`src/rtl/fft_pkg.sv`:
```
// fft_pkg: FSM encoding, rounding modes and width helpers
// shared by the FFT twiddle multiplier (fft_wm_seq).
package fft_pkg;

  typedef enum logic [2:0] {
    IDLE  = 3'd0,
    MUL_F = 3'd1,
    MUL_R = 3'd2,
    MUL_I = 3'd3,
    HOLD  = 3'd4
  } state_e;

  localparam int RND_TRUNC = 0;
  localparam int RND_CONV  = 1;

  function automatic int prod_w(input int dw, input int tw);
    return dw + tw + 2;
  endfunction

  function automatic int frac_w(input int tw);
    return tw - 1;
  endfunction

endpackage

```
`src/rtl/fft_round_sat.sv`:
```
// fft_round_sat: scale one full-precision component by 2^-L, round,
// then wrap or (with FFT_WM_SAT_EN) clamp to DATA_WIDTH.
module fft_round_sat
  import fft_pkg::*;
#(
  parameter int DATA_WIDTH       = 25,
  parameter int TWIDDLE_WIDTH    = 10,
  parameter int ROUND_CONVERGENT = RND_CONV,
  localparam int PW = prod_w(DATA_WIDTH, TWIDDLE_WIDTH)
) (
  input  logic [PW-1:0]         p,
  output logic [DATA_WIDTH-1:0] z,
  output logic                  sat
);

  localparam int L  = frac_w(TWIDDLE_WIDTH);
  localparam int QW = PW - L;
  localparam logic [L-1:0] HALF = L'(1) << (L - 1);

  logic signed [QW-1:0] q;
  logic [L-1:0]         rem;
  logic                 inc;
  logic signed [QW:0]   r;

  assign q   = p[PW-1:L];
  assign rem = p[L-1:0];
  assign inc = (ROUND_CONVERGENT != RND_TRUNC) &&
               ((rem > HALF) || ((rem == HALF) && q[0]));
  assign r   = {q[QW-1], q} + {{QW{1'b0}}, inc};

`ifdef FFT_WM_SAT_EN
  localparam logic signed [QW:0] ZMAX =
    {{(QW-DATA_WIDTH+2){1'b0}}, {(DATA_WIDTH-1){1'b1}}};
  localparam logic signed [QW:0] ZMIN = ~ZMAX;

  always_comb begin
    z   = r[DATA_WIDTH-1:0];
    sat = 1'b0;
    if (r > ZMAX) begin
      z   = {1'b0, {(DATA_WIDTH-1){1'b1}}};
      sat = 1'b1;
    end else if (r < ZMIN) begin
      z   = {1'b1, {(DATA_WIDTH-1){1'b0}}};
      sat = 1'b1;
    end
  end
`else
  logic unused_hi;
  assign unused_hi = ^r[QW:DATA_WIDTH];
  assign z   = r[DATA_WIDTH-1:0];
  assign sat = 1'b0;
`endif

endmodule

```
`src/rtl/fft_wm_seq.sv`:
```
// fft_wm_seq: z = x*w (or x*conj(w)) on one shared multiplier, Karatsuba
// 3-multiply schedule, valid/ready both sides. Option: FFT_WM_SAT_EN.
module fft_wm_seq
  import fft_pkg::*;
#(
  parameter int DATA_WIDTH       = 25,
  parameter int TWIDDLE_WIDTH    = 10,
  parameter int NLOG2            = 10,
  parameter int ROUND_CONVERGENT = 1
) (
  input  logic                     clk_i,
  input  logic                     rst_i,
  input  logic                     in_valid_i,
  output logic                     in_ready_o,
  input  logic                     conj_i,
  input  logic [NLOG2-1:0]         ctr_i,
  input  logic [DATA_WIDTH-1:0]    x_re_i,
  input  logic [DATA_WIDTH-1:0]    x_im_i,
  input  logic [TWIDDLE_WIDTH-1:0] w_re_i,
  input  logic [TWIDDLE_WIDTH-1:0] w_im_i,
  output logic                     out_valid_o,
  input  logic                     out_ready_i,
  output logic [NLOG2-1:0]         ctr_o,
  output logic [DATA_WIDTH-1:0]    z_re_o,
  output logic [DATA_WIDTH-1:0]    z_im_o,
  output logic                     ovf_o
);

  localparam int DW = DATA_WIDTH;
  localparam int TW = TWIDDLE_WIDTH;
  localparam int PW = prod_w(DW, TW);
  localparam int MW = PW + 1;

  state_e state_q, state_d;

  logic signed [DW-1:0] a_q, b_q;
  logic signed [TW-1:0] c_q;
  logic signed [TW:0]   d_q;
  logic [NLOG2-1:0]     tag_q;
  logic signed [PW-1:0] f_q, r_q;

  logic signed [DW:0]   mx;
  logic signed [TW+1:0] my;
  logic signed [MW-1:0] prod;
  logic signed [PW-1:0] p, i_p;
  logic                 accept;
  logic                 unused_msb;

  logic [DW-1:0]    zr_d, zi_d;
  logic             sat_re, sat_im;
  logic [DW-1:0]    z_re_q, z_im_q;
  logic [NLOG2-1:0] ctr_q;

  assign in_ready_o  = (state_q == IDLE) ||
                       ((state_q == HOLD) && out_ready_i);
  assign accept      = in_valid_i && in_ready_o;
  assign out_valid_o = (state_q == HOLD);
  assign z_re_o      = z_re_q;
  assign z_im_o      = z_im_q;
  assign ctr_o       = ctr_q;

  always_ff @(posedge clk_i or posedge rst_i) begin
    if (rst_i) state_q <= IDLE;
    else       state_q <= state_d;
  end

  always_comb begin
    state_d = state_q;
    unique case (state_q)
      IDLE:    if (in_valid_i) state_d = MUL_F;
      MUL_F:   state_d = MUL_R;
      MUL_R:   state_d = MUL_I;
      MUL_I:   state_d = HOLD;
      HOLD:    if (out_ready_i) state_d = in_valid_i ? MUL_F : IDLE;
      default: state_d = IDLE;
    endcase
  end

  // f = c(a-b); R = b(c-d)+f; I = a(c+d)-f
  always_comb begin
    mx = '0;
    my = '0;
    unique case (1'b1)
      (state_q == MUL_F): begin
        mx = {a_q[DW-1], a_q} - {b_q[DW-1], b_q};
        my = {{2{c_q[TW-1]}}, c_q};
      end
      (state_q == MUL_R): begin
        mx = {b_q[DW-1], b_q};
        my = {{2{c_q[TW-1]}}, c_q} - {d_q[TW], d_q};
      end
      (state_q == MUL_I): begin
        mx = {a_q[DW-1], a_q};
        my = {{2{c_q[TW-1]}}, c_q} + {d_q[TW], d_q};
      end
      default: ;
    endcase
  end

  assign prod       = mx * my;
  assign p          = prod[PW-1:0];
  assign unused_msb = prod[MW-1];
  assign i_p        = p - f_q;

  fft_round_sat #(
    .DATA_WIDTH       (DW),
    .TWIDDLE_WIDTH    (TW),
    .ROUND_CONVERGENT (ROUND_CONVERGENT)
  ) u_rnd_re (
    .p   (r_q),
    .z   (zr_d),
    .sat (sat_re)
  );

  fft_round_sat #(
    .DATA_WIDTH       (DW),
    .TWIDDLE_WIDTH    (TW),
    .ROUND_CONVERGENT (ROUND_CONVERGENT)
  ) u_rnd_im (
    .p   (i_p),
    .z   (zi_d),
    .sat (sat_im)
  );

  always_ff @(posedge clk_i or posedge rst_i) begin
    if (rst_i) begin
      a_q    <= '0;
      b_q    <= '0;
      c_q    <= '0;
      d_q    <= '0;
      tag_q  <= '0;
      f_q    <= '0;
      r_q    <= '0;
      z_re_q <= '0;
      z_im_q <= '0;
      ctr_q  <= '0;
    end else begin
      if (accept) begin
        a_q   <= x_re_i;
        b_q   <= x_im_i;
        c_q   <= w_re_i;
        // one extra bit so negating the most negative twiddle cannot wrap
        d_q   <= conj_i ? -{w_im_i[TW-1], w_im_i}
                        :  {w_im_i[TW-1], w_im_i};
        tag_q <= ctr_i;
      end
      if (state_q == MUL_F) f_q <= p;
      if (state_q == MUL_R) r_q <= p + f_q;
      if (state_q == MUL_I) begin
        z_re_q <= zr_d;
        z_im_q <= zi_d;
        ctr_q  <= tag_q;
      end
    end
  end

`ifdef FFT_WM_SAT_EN
  logic ovf_q;

  always_ff @(posedge clk_i or posedge rst_i) begin
    if (rst_i) ovf_q <= 1'b0;
    else if (state_q == MUL_I && (sat_re || sat_im)) ovf_q <= 1'b1;
  end

  assign ovf_o = ovf_q;
`else
  logic unused_sat;
  assign unused_sat = sat_re | sat_im;
  assign ovf_o      = 1'b0;
`endif

endmodule

```
`config.mk`:
```
export PLATFORM = sky130hd
export DESIGN_NAME = fft_wm_seq
export DESIGN_NICKNAME = d
export VERILOG_FILES = /design/src/rtl/fft_pkg.sv /design/src/rtl/fft_round_sat.sv /design/src/rtl/fft_wm_seq.sv
export SDC_FILE = /design/constraint.sdc
export NUM_CORES = 1
export LEC_CHECK = 0
export ABC_AREA = 1
export CAP_MARGIN = 30
export CORE_MARGIN = 2
export CORE_UTILIZATION = 50
export DETAILED_ROUTE_END_ITERATION = 6
export GPL_TIMING_DRIVEN = 0
export PLACE_DENSITY_LB_ADDON = 0.25
export RECOVER_POWER = 100
export SYNTH_ARGS = -nofsm -noshare
export SYNTH_HDL_FRONTEND = slang
export SYNTH_SLANG_ARGS = --single-unit
```
`constraint.sdc`:
```
create_clock -name clk_i -period 9.35 [get_ports clk_i]
set_clock_uncertainty 0.15 [all_clocks]
set_input_delay 1.87 -clock clk_i [delete_from_list [all_inputs] [get_ports clk_i]]
set_output_delay 1.87 -clock clk_i [all_outputs]
set_load 0.05 [all_outputs]
```
Word level (Yosys, flattened, before mapping):

Cells that the tools add are included.

* register bits after elaboration: 212
* bits in latches: 0
* RAM bits: 0
* ROM bits: 0
* output and inout bits: 63
* memories kept: 0

* $add $sub $neg: 8
* multiply operators: 1
* div/mod/pow operators: 0
* magnitude comparators: 2
* equality and inequality tests: 8
* shift-type cells: 0
* muxes and demuxes: 7
* bitwise gates (word level): 0
* reduce and logical (&&, ||, !) cells: 9

Operator list (count)
* $pmux W26 S3: 1
* $add A25 B2 Y25: 2
* $pmux W12 S3: 1
* $add A34 B34 Y34: 1
* $mul A26 B12 Y34: 1
* $sub A34 B34 Y34: 1
* $sub A25 B25 Y26: 1
* $eq A9 B9 Y1 const B: 2
* $gt A9 B9 Y1 const B: 2
* $pmux W3 S5: 1
* $add A10 B11 Y12: 1
* $sub A10 B11 Y12: 1
* $mux W11: 1
* $neg A11 Y11: 1
* $eq A3 B2 Y1 const B: 2
* $mux W3: 2
* $logic_and A1 B1 Y1: 4
* $eq A3 B1 Y1 const B: 1
* $eq A3 B3 Y1 const B: 1
* $logic_not A3 Y1: 1
* $logic_or A1 B1 Y1: 3
* $ne A2 B1 Y1 const B: 1
* $ne A2 B2 Y1 const B: 1
* $reduce_and A2 Y1: 1
* $mux W1: 1

Logic depth before layout (Yosys ltp):

* depth in word-level cells: 8
* depth in mapped cells: 62
* depth with buffers taken out: 60

Modules after synthesis:

From an unflattened synthesis, not the netlist that was laid out.

* cells, all modules: 3692
* area total of the unflattened synthesis: 27156.0 um^2

By module, submodules not included
* fft_wm_seq: times used 1, cells each 3390, area an instance 25562.0 um^2, seq. area each 5455.2 um^2
* fft_round_sat: times used 2, cells each 151, area an instance 797.0 um^2, seq. area each 0.0 um^2

Worst setup path after synthesis:

OpenSTA, ideal clock, no wires.

* path type: register to register
* start point: register state_q[1]
* end point: register z_im_q[23] (netlist: z_im_o[23])
* data arrival time: 9.871 ns
* required time: 9.082 ns
* slack: -0.789 ns
* stages on the path, launching flop included: 55
* buffers on the path: 5
* cells stage by stage: dfrtp_1 > nand3_1 > buf_2 > clkbuf_1 > buf_1 > nand2_1 > xor2_1 > ha_1 > a21oi_1 > o21bai_1 > a21oi_1 > inv_1 > a21oi_1 > o21ai_0 > o21ai_1 > clkbuf_1 > nand2_1 > fa_1 > [... 19 more ...] > ha_1 > clkbuf_1 > nand2_1 > nor2_1 > nand4_1 > nor4_1 > nand2_1 > o211ai_1 > xor2_1 > inv_1 > nor2_1 > nand3b_1 > nor2_1 > nand3_1 > nand2_1 > nand2_1 > nand2_1 > nand2_1

* elaborated cells on any way between the ends: 12

RTL lines
* start, declared: line fft_wm_seq.sv:34 `state_e state_q, state_d;`
* start signal, assigned: line fft_wm_seq.sv:64 `else state_q <= state_d;`
* $eq A3 B2 Y1, or another cell as far along: line fft_wm_seq.sv:92 `(state_q == MUL_I): begin`
* $pmux W26 S3 or $pmux W12 S3 (tied branches): line fft_wm_seq.sv:83 `unique case (1'b1)`
* $mul A26 B12 Y34 (*): line fft_wm_seq.sv:100 `assign prod = mx * my;`
* net prod[27]: line fft_wm_seq.sv:44 `logic signed [MW-1:0] prod;`
* $sub A34 B34 Y34 (*): line fft_wm_seq.sv:103 `assign i_p = p - f_q;`
* $add A25 B2 Y25 (*): line fft_round_sat.sv:29 `assign r = {q[QW-1], q} + {{QW{1'b0}}, inc};`
* end signal, assigned: line fft_wm_seq.sv:151 `z_im_q <= zi_d;`
* end, declared: line fft_wm_seq.sv:51 `logic [DW-1:0] z_re_q, z_im_q;`

The timed path passes the listed nets; every way through them passes the cells marked *.
A chain may end at the register's enable or synchronous reset.

Worst setup path in the final report:

* start point: register state_q[2]
* end point: register z_im_q[22] (netlist: z_im_o[22])

Same word-level chain as after synthesis.

==> flow_metrics.tcl <==
set metrics [dict create \
    tightestPinTransition_ns 0.8296 \
    areaGrowthSynthToFinish_pct 26.66 \
    timing.final.hold_violations 0 \
    synth_common_cells "1,008 x sky130_fd_sc_hd__nand2_1, 741 x sky130_fd_sc_hd__inv_1, 257 x sky130_fd_sc_hd__fa_1, 257 x sky130_fd_sc_hd__nor2_1, 212 x sky130_fd_sc_hd__dfrtp_1" \
    worst_path_most_repeated_cell "sky130_fd_sc_hd__fa_1" \
    starting_drc_count_in_detailed_routing 1698 \
    num_vias 24450 \
    cts.root.buffer_cell "sky130_fd_sc_hd__clkbuf_16" \
    floorplan.rows 83 \
    tritoncts "done" \
    synth.area.top_cells "sky130_fd_sc_hd__dfrtp_1 21%, sky130_fd_sc_hd__fa_1 20%, sky130_fd_sc_hd__nand2_1 15%, sky130_fd_sc_hd__inv_1 11%, sky130_fd_sc_hd__ha_1 9.1%" \
    worstPathArrival_ns 10.39 \
    violations "negative setup slack" \
    path_clk_slew_ns 0.07 \
    multi_input_area_um2 19170 \
    gr-usage-all-layers_pct 29.73 \
    setup_tns_ns -4.668 \
    dpl-instance-area_um2 28270 \
    syn-num-nets 4121 \
    timing.critical_path.from_type "flop" \
    cp_slowest_stage_delay_ns 0.60 \
    floorplan.initialDensity_pct 50.44 \
    die_width_um 231.0 \
    antenna_found_initial 0 \
    top_level_ports 148 \
    clk_path_buf_depth 3 \
    drt-total-wl_um 80120 \
    avgRoutedWirePerCell_um 17.31 \
    dominant_combinational_cell_family_by_area_after_synthesis "adder cells" \
    synth-async-reset-ratio_pct 100.0 \
    route.detailed.vias_per_inst 5.283 \
    min_path_type "reg -> reg" \
    max-slew-margin-rel_pct 44.44 \
    register_area_um2 5306 \
    final_setup_violation_count 14 \
    largest_area_contributor_in_the_synthesized_netlist "sky130_fd_sc_hd__dfrtp_1" \
    first_pass_iters 7 \
    synth-compound-area-share_pct 9.987 \
    grt_pass1_vias 24330 \
    synthesis.yosys.warnings 0 \
    final_cells 4628 \
    drc 0 \
    synth_sequential_area_ratio_pct 20.59 \
    pin_count_of_the_biggest_net_entering_global_routing 82 \
    synth.most_common_cell "sky130_fd_sc_hd__nand2_1" \
    die_area_um2 53370 \
    cts_hold_buffers 0 \
    max_clock_freq_mhz 99.83 \
    fin_crit_sh_pct 107.1 \
    cp-end-kind "flop" \
    max_cap_violations 0 \
    share_of_synthesized_area_spent_on_multiplexers_pct 0 \
    synth_simple_gate_area_share_pct 24.24 \
    placed_cells 4421 \
    aggregate_global_routing_overflow 0 \
    vertical_extent_of_the_die_um 231.0 \
    clkLatencyLatePin_ns 0.58 \
    cts.sinks 212 \
    final_nets 4460 \
    core_area_um2 51090 \
    global_placer_s_final_weighted_congestion 0.9642 \
    n_fill_cell 4480 \
    report.final.slew_viol_count 0 \
    critical_path.top_delay_family "adder cells" \
    crit_required_ns 9.72 \
    criticalPathCategory "reg -> reg" \
    outcome "finished with violations" \
    total_of_flip_flops_plus_latches_after_synthesis 212 \
    top_area_cell_type_share_of_the_netlist_area_pct 20.59 \
    final_area_um2 32640 \
    synthXorXnorAreaFrac_pct 3.505 \
    dominantRegCellSynth "sky130_fd_sc_hd__dfrtp_1" \
    place_ws_ns -2.367 \
    ant_nets 0 \
    numCtsBuffers 25 \
    setup.reg_to_reg.worst_slack_ns -0.67 \
    synth.lib_cells_used.distinct 58 \
    synth_fa_ha_area_share_pct 29.04 \
    drive_gt1_share_pct 16.84 \
    post_synth.cell_area_avg_um2 7.175 \
    first_pass_grt_wire_length_um 125400 \
    cp.buffers_inverters 14 \
    postSynthCellCount 3592 \
    synth-edff-count 0 \
    critical_path_peak_fanout 7 \
    place.detailed.hpwl_um 61040 \
    cpMaxStageDelayCell "sky130_fd_sc_hd__fa_1" \
    diodes 0 \
    syn_area_um2 25770 \
    post-route-worst-setup-slack_ns -0.6670 \
    cts.htree.levels 1 \
    grt_setup_unrepaired "true" \
    io_buffers 146 \
    period_minus_slack_ns 10.02 \
]
==> per-layer routing <==
metal  global-route usage, %  vias to the layer above  routed length [µm]
li1                        -                    11680                   -
met1                   37.58                    11710               32640
met2                   50.62                      871               38460
met3                   3.875                      196                4920
met4                   13.93                        0                4107
met5                       0                        -                   0
==> stage by stage <==
step	util [%]	hold slack (ns)
detailed placement	55.33	0.3039
global placement	55.19	0.2992
finish	63.89	0.3230
CTS	61.07	0.3236
floorplan	-	0.2922
global route	63.89	0.3492
==> logic make-up after synthesis <==
kind of cell               count (synthesis)
xor gates and xnor gates                 101
other                                      1
and+or+nand+nor                         1517
DFF                                      212
adders and majority gates                444
buffers and inverters                    856
AOI/OAI and AO/OA                        461
==> worst min-delay path: cells and delay by family, from the launching register on <==
kind / cells / cell delay, ns
DFF: 1 / 0.34
and+or+nand+nor: 2 / 0.10
==> path summary, 6_finish.rpt <==
kind	from	to	cells past startpoint
max	state_q[2]	z_im_o[22]	53
min	tag_q[5]	ctr_o[5]	2
max reg2reg	state_q[2]	z_im_o[22]	53
min reg2reg	tag_q[5]	ctr_o[5]	2
max in group asynchronous	rst_i	b_q[20]	4
min in group asynchronous	rst_i	ctr_o[3]	2
==> placed cells by master (no fill, tap or decap), types with 111 or more instances in the layout <==
cell type and n:
sky130_fd_sc_hd__ha_1 153, sky130_fd_sc_hd__inv_1 701, sky130_fd_sc_hd__fa_1 246, sky130_fd_sc_hd__a21oi_1 111
sky130_fd_sc_hd__o21ai_0 155, sky130_fd_sc_hd__dfrtp_1 211, sky130_fd_sc_hd__nor2_1 216, sky130_fd_sc_hd__clkdlybuf4s50_1 146
sky130_fd_sc_hd__buf_4 168, sky130_fd_sc_hd__nand2_1 947
==> layout make-up <==
type / count / area share (%)
clock inverters: 14 / 0.5596
flip-flops and latches: 212 / 16.26
well taps: 680 / 2.606
inverters: 748 / 8.735
multi-input cells: 2524 / 58.73
plain buffers: 95 / 2.143
clock buffers: 30 / 2.035
repair buffers: 325 / 8.939
==> registers in the layout, indices dropped and copies added, names as in the netlist <==
signal,flops
state_q,3
ctr_o,10
r_q,34
z_im_o,25
b_q,25
z_re_o,25
f_q,34
c_q,10
tag_q,10
d_q,11
a_q,25
==> repair_timing <==
action / in CTS / in global routing
cloned: 0 / 0
setup buffers: 120 / 67
pin swaps: 133 / 139
endpoints found under the setup margin: 37 / 30
gates resized for setup: 269 / 278
Power is left out: the tool's default activity adds up to more than one toggle a clock period on the data nets, which glitch-free logic cannot reach.
